File: src/rtl/apb_pkg.sv
// Shared types for the APB initiator: FSM state encoding and the core-side response record.
// No logic and no latency; the response helper is purely combinational.
// Backpressure is not applicable here.
package apb_pkg;

  localparam int unsigned APB_DATA_WIDTH = 32;

  typedef enum logic [1:0] {
    IDLE   = 2'd0,
    SETUP  = 2'd1,
    ACCESS = 2'd2
  } apb_mst_state_e;

  typedef struct packed {
    logic [APB_DATA_WIDTH-1:0] rdata;
    logic                      err;
  } apb_rsp_t;

  // An abort (ready low) always reports an error with zero data; write responses never carry data.
  function automatic apb_rsp_t make_rsp(
    input logic                      ready,
    input logic                      slverr,
    input logic                      write,
    input logic [APB_DATA_WIDTH-1:0] prdata
  );
    apb_rsp_t r;
    r.err   = ready ? slverr : 1'b1;
    r.rdata = (ready && !write) ? prdata : '0;
    return r;
  endfunction

endpackage

File: src/rtl/apb_timeout_cnt.sv
// Watchdog for APB ACCESS wait states: counts enabled cycles and flags the last allowed one.
// The hit output is combinational from the count and the enable; a clear takes priority over counting.
// No backpressure; TIMEOUT_CYCLES of 0 disables the hit output entirely.
module apb_timeout_cnt #(
  parameter int unsigned TIMEOUT_CYCLES = 256
) (
  input  logic clk,
  input  logic rst_n,
  input  logic clr,
  input  logic en,
  output logic hit
);

  localparam int unsigned CNT_W = (TIMEOUT_CYCLES == 0) ? 1 : $clog2(TIMEOUT_CYCLES + 1);
  localparam bit          ARMED = (TIMEOUT_CYCLES != 0);
  localparam logic [CNT_W-1:0] LIMIT = ARMED ? CNT_W'(TIMEOUT_CYCLES - 1) : '0;

  logic [CNT_W-1:0] count;

  assign hit = ARMED && en && (count == LIMIT);

  always_ff @(posedge clk or negedge rst_n) begin
    if (!rst_n) begin
      count <= '0;
    end else if (clr) begin
      count <= '0;
    end else if (en) begin
      count <= count + 1'b1;
    end
  end

endmodule

File: src/rtl/apb_req_master.sv
// APB3 initiator: turns a req/gnt/rvalid core port into SETUP/ACCESS transfers.
// Grant to rvalid is 3 cycles with zero wait states, plus one per PREADY-low cycle.
// gnt_o stalls the core while a transfer is in flight; back-to-back grants land on the completing cycle.
module apb_req_master
  import apb_pkg::*;
#(
  parameter int unsigned APB_ADDR_WIDTH = 12,
  parameter int unsigned TIMEOUT_CYCLES = 256
) (
  input  logic                      HCLK,
  input  logic                      HRESETn,
  input  logic                      req_i,
  input  logic                      we_i,
  input  logic [APB_ADDR_WIDTH-1:0] addr_i,
  input  logic [APB_DATA_WIDTH-1:0] wdata_i,
  output logic                      gnt_o,
  output logic                      rvalid_o,
  output logic [APB_DATA_WIDTH-1:0] rdata_o,
  output logic                      err_o,
  output logic [APB_ADDR_WIDTH-1:0] PADDR,
  output logic [APB_DATA_WIDTH-1:0] PWDATA,
  output logic                      PWRITE,
  output logic                      PSEL,
  output logic                      PENABLE,
  input  logic [APB_DATA_WIDTH-1:0] PRDATA,
  input  logic                      PREADY,
  input  logic                      PSLVERR
);

  apb_mst_state_e state;
  apb_rsp_t       rsp_q;
  logic           in_access;
  logic           timeout_hit;
  logic           done;

  assign in_access = (state == ACCESS);
  assign done      = in_access && (PREADY || timeout_hit);
  assign gnt_o     = req_i && ((state == IDLE) || done);

  assign rdata_o = rsp_q.rdata;
  assign err_o   = rsp_q.err;

  apb_timeout_cnt #(
    .TIMEOUT_CYCLES(TIMEOUT_CYCLES)
  ) u_timeout (
    .clk  (HCLK),
    .rst_n(HRESETn),
    .clr  (gnt_o || done),
    .en   (in_access && !PREADY),
    .hit  (timeout_hit)
  );

  always_ff @(posedge HCLK or negedge HRESETn) begin
    if (!HRESETn) begin
      state    <= IDLE;
      PSEL     <= 1'b0;
      PENABLE  <= 1'b0;
      PWRITE   <= 1'b0;
      PADDR    <= '0;
      PWDATA   <= '0;
      rvalid_o <= 1'b0;
      rsp_q    <= '0;
    end else begin
      rvalid_o <= done;
      if (done) begin
        rsp_q <= make_rsp(PREADY, PSLVERR, PWRITE, PRDATA);
      end

      // A grant wins over the ACCESS exit so a completing transfer chains straight into SETUP.
      if (gnt_o) begin
        state   <= SETUP;
        PSEL    <= 1'b1;
        PENABLE <= 1'b0;
        PWRITE  <= we_i;
        PADDR   <= addr_i;
        PWDATA  <= wdata_i;
      end else begin
        case (state)
          SETUP: begin
            state   <= ACCESS;
            PENABLE <= 1'b1;
          end
          ACCESS: begin
            if (done) begin
              state   <= IDLE;
              PSEL    <= 1'b0;
              PENABLE <= 1'b0;
            end
          end
          default: begin
            state   <= IDLE;
            PSEL    <= 1'b0;
            PENABLE <= 1'b0;
          end
        endcase
      end
    end
  end

endmodule

File: config.mk
export PLATFORM = sky130hd
export DESIGN_NAME = apb_req_master
export DESIGN_NICKNAME = d
export VERILOG_FILES = /design/src/rtl/apb_pkg.sv /design/src/rtl/apb_timeout_cnt.sv /design/src/rtl/apb_req_master.sv
export SDC_FILE = /design/constraint.sdc
export NUM_CORES = 1
export LEC_CHECK = 0
export ABC_AREA = 1
export CORE_ASPECT_RATIO = 0.75
export CORE_UTILIZATION = 30
export CTS_BUF_LIST = sky130_fd_sc_hd__clkbuf_8
export DETAILED_ROUTE_END_ITERATION = 8
export PLACE_DENSITY = 0.59
export SETUP_SLACK_MARGIN = 0.05
export SYNTH_ARGS = -nofsm -noshare
export SYNTH_HDL_FRONTEND = slang
export SYNTH_HIERARCHICAL = 1
export SYNTH_SLANG_ARGS = --single-unit
File: constraint.sdc
create_clock -name HCLK -period 7.8 [get_ports HCLK]
set_clock_uncertainty 0.2 [all_clocks]
set_input_delay 0.78 -clock HCLK [delete_from_list [all_inputs] [get_ports HCLK]]
set_output_delay 0.78 -clock HCLK [all_outputs]
set_load 0.02 [all_outputs]
After elaboration in Yosys (flattened, before gate mapping)
Cells that the tools add are included. Widths: inputs -> output; s select.

Memories: 0. Bits in registers: 92. Bits in latches: 0. Bits in writable memories: 0. Output and inout port bits: 82. Bits in read-only memories: 0.

Multiplexer cells: 12. $mul: 0. $add $sub $neg: 1. Reduce and logical (&&, ||, !) cells: 13. Divide/modulo/power cells: 0. Bitwise gates (word level): 0. Shift-type cells: 0. Equality and inequality tests: 5. $lt $le $gt $ge: 0.

Operators by type and width (number): $mux 32 (1); $mux 9 (2); $add 9x1->9 const B (1); $eq 9x8->1 const B (1); $logic_and 1x1->1 (5); $mux 1 (4); $mux 2 (2); $pmux 1 s2 (2); $pmux 2 s2 (1); $logic_or 1x1->1 (3); $ne 3x2->1 const B (1); $eq 2x1->1 const B (1); $eq 2x2->1 const B (1); $logic_not 1->1 (2); $logic_not 2->1 (1); $ne 2x2->1 const B (1); $reduce_and 2->1 (1); $reduce_bool 2->1 (1).

Longest topological paths before layout
Gate-level depths: netlist (run 1).

Depth after elaboration: 9. Mapped depth: 20. Mapped depth without buffers: 18.

Cells and area by module
The synthesis (run 1) kept the hierarchy.

By module, submodules not included: apb_req_master (sequential area each 2052.0 um^2, cells an instance 361, area each 3261.9 um^2, instances 1); apb_timeout_cnt (sequential area each 225.2 um^2, cells an instance 68, area each 501.7 um^2, instances 1).

Worst setup path after synthesis (run 1)
OpenSTA, ideal clock, no wires.

Path type: input to output. From: input PREADY. To: output gnt_o. Arrival: 2.073 ns. Stages: 9. Buffers on the path: 2. Required time: 6.820 ns. Path slack: 4.747 ns. Cells stage by stage: nor3_1 > nand2_1 > inv_1 > nor2_2 > nand2_2 > nand2_2 > buf_4 > buf_6 > inv_1.

Cells in the longest elaborated chain, start to end: 7.

Ends and longest elaborated chain: start, declared (line apb_req_master.sv:26) `input logic PREADY,`; $logic_not 1->1 (line apb_req_master.sv:49) `.en (in_access && !PREADY),`; $logic_and 1x1->1 (line apb_req_master.sv:49); $logic_and 1x1->1 (line apb_timeout_cnt.sv:20) `assign hit = ARMED && en && (count == LIMIT);`; via timeout_hit (line apb_req_master.sv:33) `logic timeout_hit;`; $logic_or 1x1->1 (line apb_req_master.sv:37) `assign done = in_access && (PREADY || timeout_hit);`; $logic_and 1x1->1 (line apb_req_master.sv:37); $logic_or 1x1->1 (line apb_req_master.sv:38) `assign gnt_o = req_i && ((state == IDLE) || done);`; $logic_and 1x1->1 (line apb_req_master.sv:38); end, declared (line apb_req_master.sv:16) `output logic gnt_o,`.

The timed path passes the listed nets, and every way through them passes these cells.

Worst setup path in the final report (run 1)
Ends and elaborated chain as after synthesis.

==> qor.csv, run 1 <==
metric,value,unit
Slew Limit Fails,0,
IO Port Bufs,163,
DRT Pass-1 Iters,5,
post-synthesis adder-cell area fraction,0.665,%
Yosys cell types,20,
via count,3376,
row cnt,35,
number of routed nets with antenna violations,0,
"commonest non-fill, non-tap cell in the layout",nand2_1,
Overflow after GRT,0,
clk buf depth,2,
Comb pwr share,38.3,%
Hold Buf Count CTS,0,
residual DRC count,0,
Synth Area in Simple Gates,28.1,%
Starting Density,30.7,%
Synth Area in Compound Gates,5.45,%
fin crit share,57.3,%
Die Ht,99,um
Post-CTS Resized,0,
total CTS buffers,9,
vias in the first global route,3206,
Synthesized Nets,513,
Synth Area per Inst,8.77,um^2
r2r startpoint,u_timeout/count[1],
maximum vdd ir drop,0.110,mV
post-synthesis xor/xnor area fraction,0,%
first-pass GRT wire length,16400,um
H-Tree Depth,3,
CTS tree,built,
Int Power,1.02,mW
final WL,10100,um
placed cell count,739,
initial antenna violation count,0,
die width,131,um
worst r2r dst,u_timeout/count[4],
ant diodes,0,
fmax,224,MHz
post-CTS setup buffers,0,
root buf cell,clkbuf_8,
vias per cell,4.47,
Ys Warns,6,
core area,0.0123,mm^2
"Seq/Total Area, Yosys",60.5,%
largest net degree at the start of global routing,69,
PD cells,274,mW/mm^2
DP Wirelength,6890,um
status,"complete, no violations",
number of max-cap violations,0,
Flop pwr share,42.1,%
Final Non-Filler Cells,755,
Area growth syn-to-layout,51.2,%
TNS Setup,0,ns
worst endpoint required time,6.82,ns
clk slew on worst S/H paths,0.08,ns
worst hold path class,in -> async,
Pwr Total,1.56,mW
mux share of post-synthesis cell area,0,%
Avg WL per Cell,13.3,um
sequential cell area,0.00228,mm^2
TritonCTS sink count,91,
largest family of logic cells by synthesized area,simple AND/OR/NAND/NOR gates,
"Hold Vio Cnt, Final",0,
die area,0.0130,mm^2
cells on worst reg2reg path,17,
RSZ-0062 raised after global routing,no,
Startpoint Class,input port,
synthesized cell area,0.00376,mm^2
Nets,668,
"commonest non-fill, non-tap cells in the layout","180 x nand2_1, 162 x clkdlybuf4s50_1, 91 x dfrtp_1",
Setup Crit Path Kind,in -> out,
sw frac,34.9,%
CP max FO,46,
WHS,0.114,ns
element type at the critical path end,primary output,
setup violators final,0,
R2R Setup Slk,4.22,ns
Syn Inst Count,429,
Tmin final,4.47,ns
Detailed Route Iter0 Violations,191,
WP data arrival,3.49,ns
Slew HR,29.4,%
Sw Pwr,0.544,mW
num ports,164,
GRT Total Usage,16.1,%
worst-margin pin slew,1.06,ns
RePlAce Congestion,0.809,
share of cells above drive strength 1,4.58,%
Clock power frac,19.6,%
Clock Latency Late Sink,0.35,ns
count of state elements after synthesis,91,
multi-input combinational cell area,0.00129,mm^2
fillcell total,1136,
Pleak,2.64,nW
power groups by stage:
stage	Combinational, mW	Sequential, mW	Clock, mW
after floorplan	0.154	0.791	0
after global placement	0.599	0.662	0
after detailed placement	0.605	0.662	0
after CTS	0.606	0.658	0.323
after global routing	0.646	0.671	0.340
final	0.598	0.657	0.306
through the flow:
step	instance area (um^2)	setup slack (ns)	util (%)
after CTS	5690	3.32	46.4
after global placement	5500	3.37	44.9
after detailed placement	5500	3.34	44.9
after floorplan	3760	4.75	-
final	5690	3.33	46.4
after global routing	5690	3.11	46.4
sequential cells by signal, summed over array words and instances (netlist names):
name             cells
u_timeout/count      9
state                1
PENABLE              1
PWDATA              32
rvalid_o             1
PWRITE               1
rdata_o             32
err_o                1
PADDR               12
PSEL                 1
area by class of cell:
class | count | area share (%)
multi-input combinational | 296 | 22.6
clock inverter | 6 | 0.880
timing repair buffer | 167 | 29.2
tap | 166 | 3.65
sequential | 91 | 40.0
clock buffer | 10 | 2.42
inverter | 19 | 1.25
per-layer routing:
| layer | global-route usage (%) | routed length (um) | up-vias | part of all wire, % |
|---|---|---|---|---|
| met5 | 0 | 0 | - | 0 |
| met4 | 4.29 | 99 | 0 | 0.98 |
| met3 | 5.61 | 818 | 9 | 8.1 |
| met2 | 23.3 | 4140 | 150 | 41 |
| met1 | 22.7 | 5000 | 1546 | 50 |
| li1 | - | - | 1671 | - |
Yosys cell counts, drive strengths merged:
cell type	instances	area share, %
o21ai	37	4.9
dfrtp	91	61
nor2	16	2.3
a21oi	4	0.53
nand4	2	0.33
inv	19	1.9
nand2	183	18
clkbuf	2	0.20
nand3	49	6.6
ha	2	0.66
buf	21	3.2
nor3	3	0.40
worst max-delay path: stages:
cell and delay (ns):
clkdlybuf4s50_1 0.46, nor3_1 0.58, nand2_1 0.13, inv_1 0.11, nor2_2 0.05, nand2_2 0.59, nand2_2 0.09, inv_1 0.08
clkdlybuf4s50_1 0.59
kinds of logic after synthesis:
logic type | Yosys count
and+or+nand+nor | 253
DFF | 91
buffers and inverters | 42
AOI/OAI and AO/OA | 41
adders and majority gates | 2
worst max-delay path by stage:
stage | end | slack [ns] | depth (start not counted) | from
2_1_floorplan | gnt_o | 4.75 | 9 | PREADY
3_3_place_gp | gnt_o | 3.37 | 9 | PREADY
3_5_place_dp | gnt_o | 3.34 | 9 | PREADY
4_1_cts | gnt_o | 3.32 | 9 | PREADY
5_1_grt | gnt_o | 3.11 | 9 | PREADY
6_report | gnt_o | 3.33 | 9 | PREADY
Power figures use the tool's default switching activity.
==> inputs of run 2 (changes only) <==
PLACE_DENSITY = 0.62   (was 0.59)
clock period = 3.6 ns   (was 7.8 ns; I/O delays follow)
==> run 2 against run 1 <==
Sequential share of layout area is 0.22 points lower. Wire length is 4.1% lower. Core utilization is 0.26 points higher. Non-clock buffer count is 5 higher. Combinational power is 120% higher. Critical path type is now reg -> out. Largest cell class unchanged. Highest routed layer unchanged.
==> qor.csv, run 2 (synthesis gave the netlist of run 1 again) <==
metric,value,unit
status,"complete, no violations",
IO Port Bufs,163,
fin crit share,84.1,%
vias in the first global route,3214,
"Hold Vio Cnt, Final",0,
CP max-delay cell,clkdlybuf4s50_1,
cell count along the critical path,13,
crit-path cells,"ha_1, inv_1, nor2_1, nand2_1, nor3_1, ha_1, nand2_1, inv_1, nor2_2, nand2_2, nand2_2, inv_1, clkdlybuf4s50_1",
Pleak,2.65,nW
Critical path buffers and inverters,4,
CP top delay family,buffers and inverters,
routing usage on met3,7.25,%
num ports,164,
largest net degree at the start of global routing,68,
GR peak layer,met2,
Final Core Density,46.7,%
die area,0.0130,mm^2
number of max-cap violations,0,
Clock Latency Late Sink,0.36,ns
clk buf depth,2,
row cnt,35,
ant diodes,0,
first-pass GRT wire length,16100,um
Tmin final,3.03,ns
GRT met2 Usage,23.2,%
CP most frequent cell,inv_1,
element type at the critical path end,primary output,
RSZ-0062 raised after global routing,no,
fmax,330,MHz
fillcell total,1168,
share of cells above drive strength 1,5.72,%
routing usage on met1,20.1,%
clk slew on worst S/H paths,0.09,ns
Detailed Route Iter0 Violations,154,
cells on worst reg2reg path,16,
vias per cell,4.42,
DRT Pass-1 Iters,4,
CTS tree,built,
Startpoint Class,register,
Die Ht,99,um
"commonest non-fill, non-tap cell in the layout",nand2_1,
final WL,9650,um
placed cell count,743,
H-Tree Depth,3,
CP peak stage delay,0.59,ns
worst endpoint required time,3.04,ns
GRT Total Usage,15.6,%
Overflow after GRT,0,
setup violators final,0,
total CTS buffers,9,
DP Wirelength,6450,um
Starting Density,30.7,%
PD cells,586,mW/mm^2
maximum vdd ir drop,0.272,mV
core area,0.0123,mm^2
worst-margin pin slew,0.771,ns
WP data arrival,2.47,ns
worst hold path class,reg -> reg,
Nets,673,
Post-CTS Resized,0,
Avg WL per Cell,12.7,um
number of routed nets with antenna violations,0,
TritonCTS sink count,91,
Area growth syn-to-layout,52.0,%
via count,3362,
die width,131,um
Slew HR,48.6,%
CP max FO,4,
RePlAce Congestion,0.839,
residual DRC count,0,
Final Non-Filler Cells,760,
Pwr Total,3.35,mW
Slew Limit Fails,0,
Min-Delay Path Depth,2,
initial antenna violation count,0,
Setup Crit Path Kind,reg -> out,
"commonest non-fill, non-tap cells in the layout","180 x nand2_1, 162 x clkdlybuf4s50_1, 91 x dfrtp_1",
root buf cell,clkbuf_8,
TNS Setup,0,ns
==> run 2: cell count changes in the layout (fill, tap and decap cells not counted) <==
cell and change:
clkinv_4 +1, inv_6 +1, dlygate4sd3_1 +1, bufinv_16 -1, inv_1 -3, clkinvlp_4 +2, buf_4 +4
==> run 2: layout make-up <==
class	count	area (um^2)	share of cell area, %
Sequential cell	91	2280	39.8
Timing Repair Buffer	172	1700	29.7
Multi-Input combinational cell	296	1290	22.5
Tap cell	166	208	3.63
Clock buffer	10	138	2.41
Inverter	19	71.3	1.25
Clock inverter	6	41.3	0.722
==> run 2: timing repair <==
| action | CTS | global route |
|---|---|---|
| setup buffers | 0 | 0 |
| hold buffers | 1 | 0 |
| endpoints found under the hold margin | 58 | 0 |
==> run 2: worst register-to-register path, cell delays in order, from the launching register on <==
cell	delay [ns]
dfrtp_1	0.40
ha_1	0.25
inv_1	0.06
nor2_1	0.04
nand2_1	0.08
nor3_1	0.06
ha_1	0.17
nand2_1	0.05
inv_1	0.05
nor2_2	0.11
nand2_2	0.07
nand2_2	0.08
nand2_1	0.08
nor2_2	0.28
nor2_1	0.10
o21ai_0	0.15
a21oi_1	0.05
==> run 2: worst paths after layout <==
path	slack [ns]	from	end
setup / recovery	0.57	u_timeout/count[1]	gnt_o
max in group asynchronous	2.07	HRESETn	PWDATA[7]
hold / removal	0.28	PWDATA[19]	PWDATA[19]
setup reg to reg	1.20	u_timeout/count[0]	u_timeout/count[4]
hold reg to reg	0.28	PWDATA[19]	PWDATA[19]
min in group asynchronous	0.41	HRESETn	rdata_o[3]
==> run 2: stage by stage <==
step	cell area [um^2]	hold slack [ns]	setup slack (ns)
6_report	5720	0.276	0.574
5_1_grt	5720	0.303	0.323
4_1_cts	5720	0.282	0.517
3_5_place_dp	5530	0.259	0.884
3_3_place_gp	5530	0.255	0.912
2_1_floorplan	3760	-0.136	1.05
==> run 2: power by group <==
| group | total [mW] | internal, mW | switching, mW |
|---|---|---|---|
| clock | 0.639 | 0.270 | 0.370 |
| combinational | 1.31 | 0.613 | 0.694 |
| sequential | 1.41 | 1.27 | 0.142 |
| total | 3.35 | 2.15 | 1.21 |
==> run 2: metal layers <==
layer | up-vias | part of all wire [%] | wire length, um
met2 | 132 | 42 | 4050
met1 | 1545 | 46 | 4480
li1 | 1676 | - | -
met4 | 0 | 0.91 | 88
met3 | 9 | 11 | 1030
met5 | - | 0 | 0
==> inputs of run 3 (changes only) <==
clock period = 2.7 ns   (was 3.6 ns; I/O delays follow)
==> run 3 against run 2 <==
Non-clock buffer count unchanged. Sequential share of layout area decreased by 0.44 points. Core utilization increased by 0.52 points. Largest power group unchanged.
==> qor.csv, run 3 (synthesis gave the netlist of run 1 again) <==
metric,value,unit
worst hold path class,in -> reg,
Slew Limit Fails,0,
die area,0.0130,mm^2
Clock power frac,21.8,%
Comb pwr share,37.8,%
H-Tree Depth,3,
Die Ht,99,um
Setup Crit Path Kind,reg -> out,
Slew HR,55.4,%
worst endpoint required time,2.23,ns
"commonest non-fill, non-tap cell in the layout",nand2_1,
PD cells,801,mW/mm^2
"Hold Vio Cnt, Final",0,
die width,131,um
number of routed nets with antenna violations,0,
Tmin final,2.45,ns
status,"complete, no violations",
Starting Density,30.7,%
root buf cell,clkbuf_8,
TNS Setup,0,ns
fmax,408,MHz
residual DRC count,0,
IO Port Bufs,163,
initial antenna violation count,0,
row cnt,35,
CTS tree,built,
Flop pwr share,40.4,%
Avg WL per Cell,12.8,um
post-place setup slack,0.168,ns
Pleak,2.67,nW
vias per cell,4.41,
DP Wirelength,6540,um
Clock Latency Late Sink,0.36,ns
"commonest non-fill, non-tap cells in the layout","180 x nand2_1, 161 x clkdlybuf4s50_1, 91 x dfrtp_1",
WP data arrival,1.98,ns
first-pass GRT wire length,16400,um
worst-margin pin slew,0.669,ns
total CTS buffers,9,
clk buf depth,2,
Overflow after GRT,0,
Nets,673,
setup violators final,0,
via count,3349,
num ports,164,
vias in the first global route,3278,
Int Power,3.03,mW
CP max FO,4,
fin crit share,90.7,%
fin worst setup slack,0.250,ns
ant diodes,0,
number of max-cap violations,0,
RePlAce Congestion,0.819,
final WL,9740,um
sw frac,34.6,%
core area,0.0123,mm^2
share of cells above drive strength 1,6.40,%
Detailed Route Iter0 Violations,123,
Sw Pwr,1.60,mW
TritonCTS sink count,91,
largest net degree at the start of global routing,68,
RSZ-0062 raised after global routing,no,
DRT Pass-1 Iters,6,
element type at the critical path end,primary output,
GRT Total Usage,15.8,%
Startpoint Class,register,
maximum vdd ir drop,0.423,mV
clk slew on worst S/H paths,0.09,ns
Area growth syn-to-layout,53.7,%
## run 3: power by group through the flow
| stage | clock [mW] | combinational [mW] | sequential, mW |
|---|---|---|---|
| after floorplan | 0 | 0.445 | 2.29 |
| after global placement | 0 | 1.75 | 1.89 |
| after detailed placement | 0 | 1.77 | 1.89 |
| after CTS | 1.05 | 1.77 | 1.87 |
| after global routing | 1.12 | 1.90 | 1.92 |
| final | 1.01 | 1.75 | 1.87 |
## run 3: metal layers
layer / track usage [%] / vias up / wire length, um
li1: - / 1682 / -
met1: 20.8 / 1511 / 4540
met2: 23.1 / 147 / 4010
met3: 7.15 / 9 / 1080
met4: 4.83 / 0 / 114
met5: 0 / - / 0
## run 3: repair_timing
action,CTS,global route
gates cloned,0,0
hold buffers,1,0
resized for setup,2,4
endpoints found under the setup margin,1,2
setup buffers,0,0
hold endpoints to repair,49,0
## run 3: critical path, cell delays in order, from the launching register on
cell     delay [ns]
dfrtp_1        0.38
ha_2           0.21
inv_1          0.05
nor2_1         0.09
nand2_1        0.09
nor3_2         0.12
ha_1           0.17
nand2_1        0.05
inv_1          0.09
nor2_2         0.05
nand2_2        0.07
nand2_2        0.06
inv_1          0.05
buf_2          0.15
## run 3: per-stage QoR
| step | hold slack [ns] | instance area (um^2) | cells | power (mW) | utilization (%) |
|---|---|---|---|---|---|
| 3_5_place_dp | 0.155 | 5560 | 743 | 3.66 | 45.3 |
| 4_1_cts | 0.221 | 5780 | 760 | 4.70 | 47.2 |
| 5_1_grt | 0.249 | 5790 | 760 | 4.94 | 47.2 |
| 3_3_place_gp | 0.151 | 5560 | 743 | 3.64 | 45.3 |
| 2_1_floorplan | -0.226 | 3760 | 429 | 2.73 | - |
| 6_report | 0.242 | 5790 | 760 | 4.64 | 47.2 |
## run 3: final timing paths
path | from | endpoint | slack, ns | cells after the start
min in group asynchronous | HRESETn | rdata_o[22] | 0.29 | 2
worst max register to register | u_timeout/count[0] | u_timeout/count[4] | 0.33 | 16
worst max-delay path | u_timeout/count[1] | gnt_o | 0.25 | 13
worst min register to register | PWDATA[8] | PWDATA[8] | 0.27 | 2
max in group asynchronous | HRESETn | PWDATA[22] | 1.39 | 3
worst min-delay path | PRDATA[1] | rdata_o[1] | 0.24 | 3
## run 3: final cells by class
class	count	area [um^2]
clock inverter	7	91.3
clock buffer	9	124
fill	1171	6480
multi-input combinational	296	1290
tap	166	208
inverter	19	71.3
sequential	91	2280
timing repair buffer	172	1720
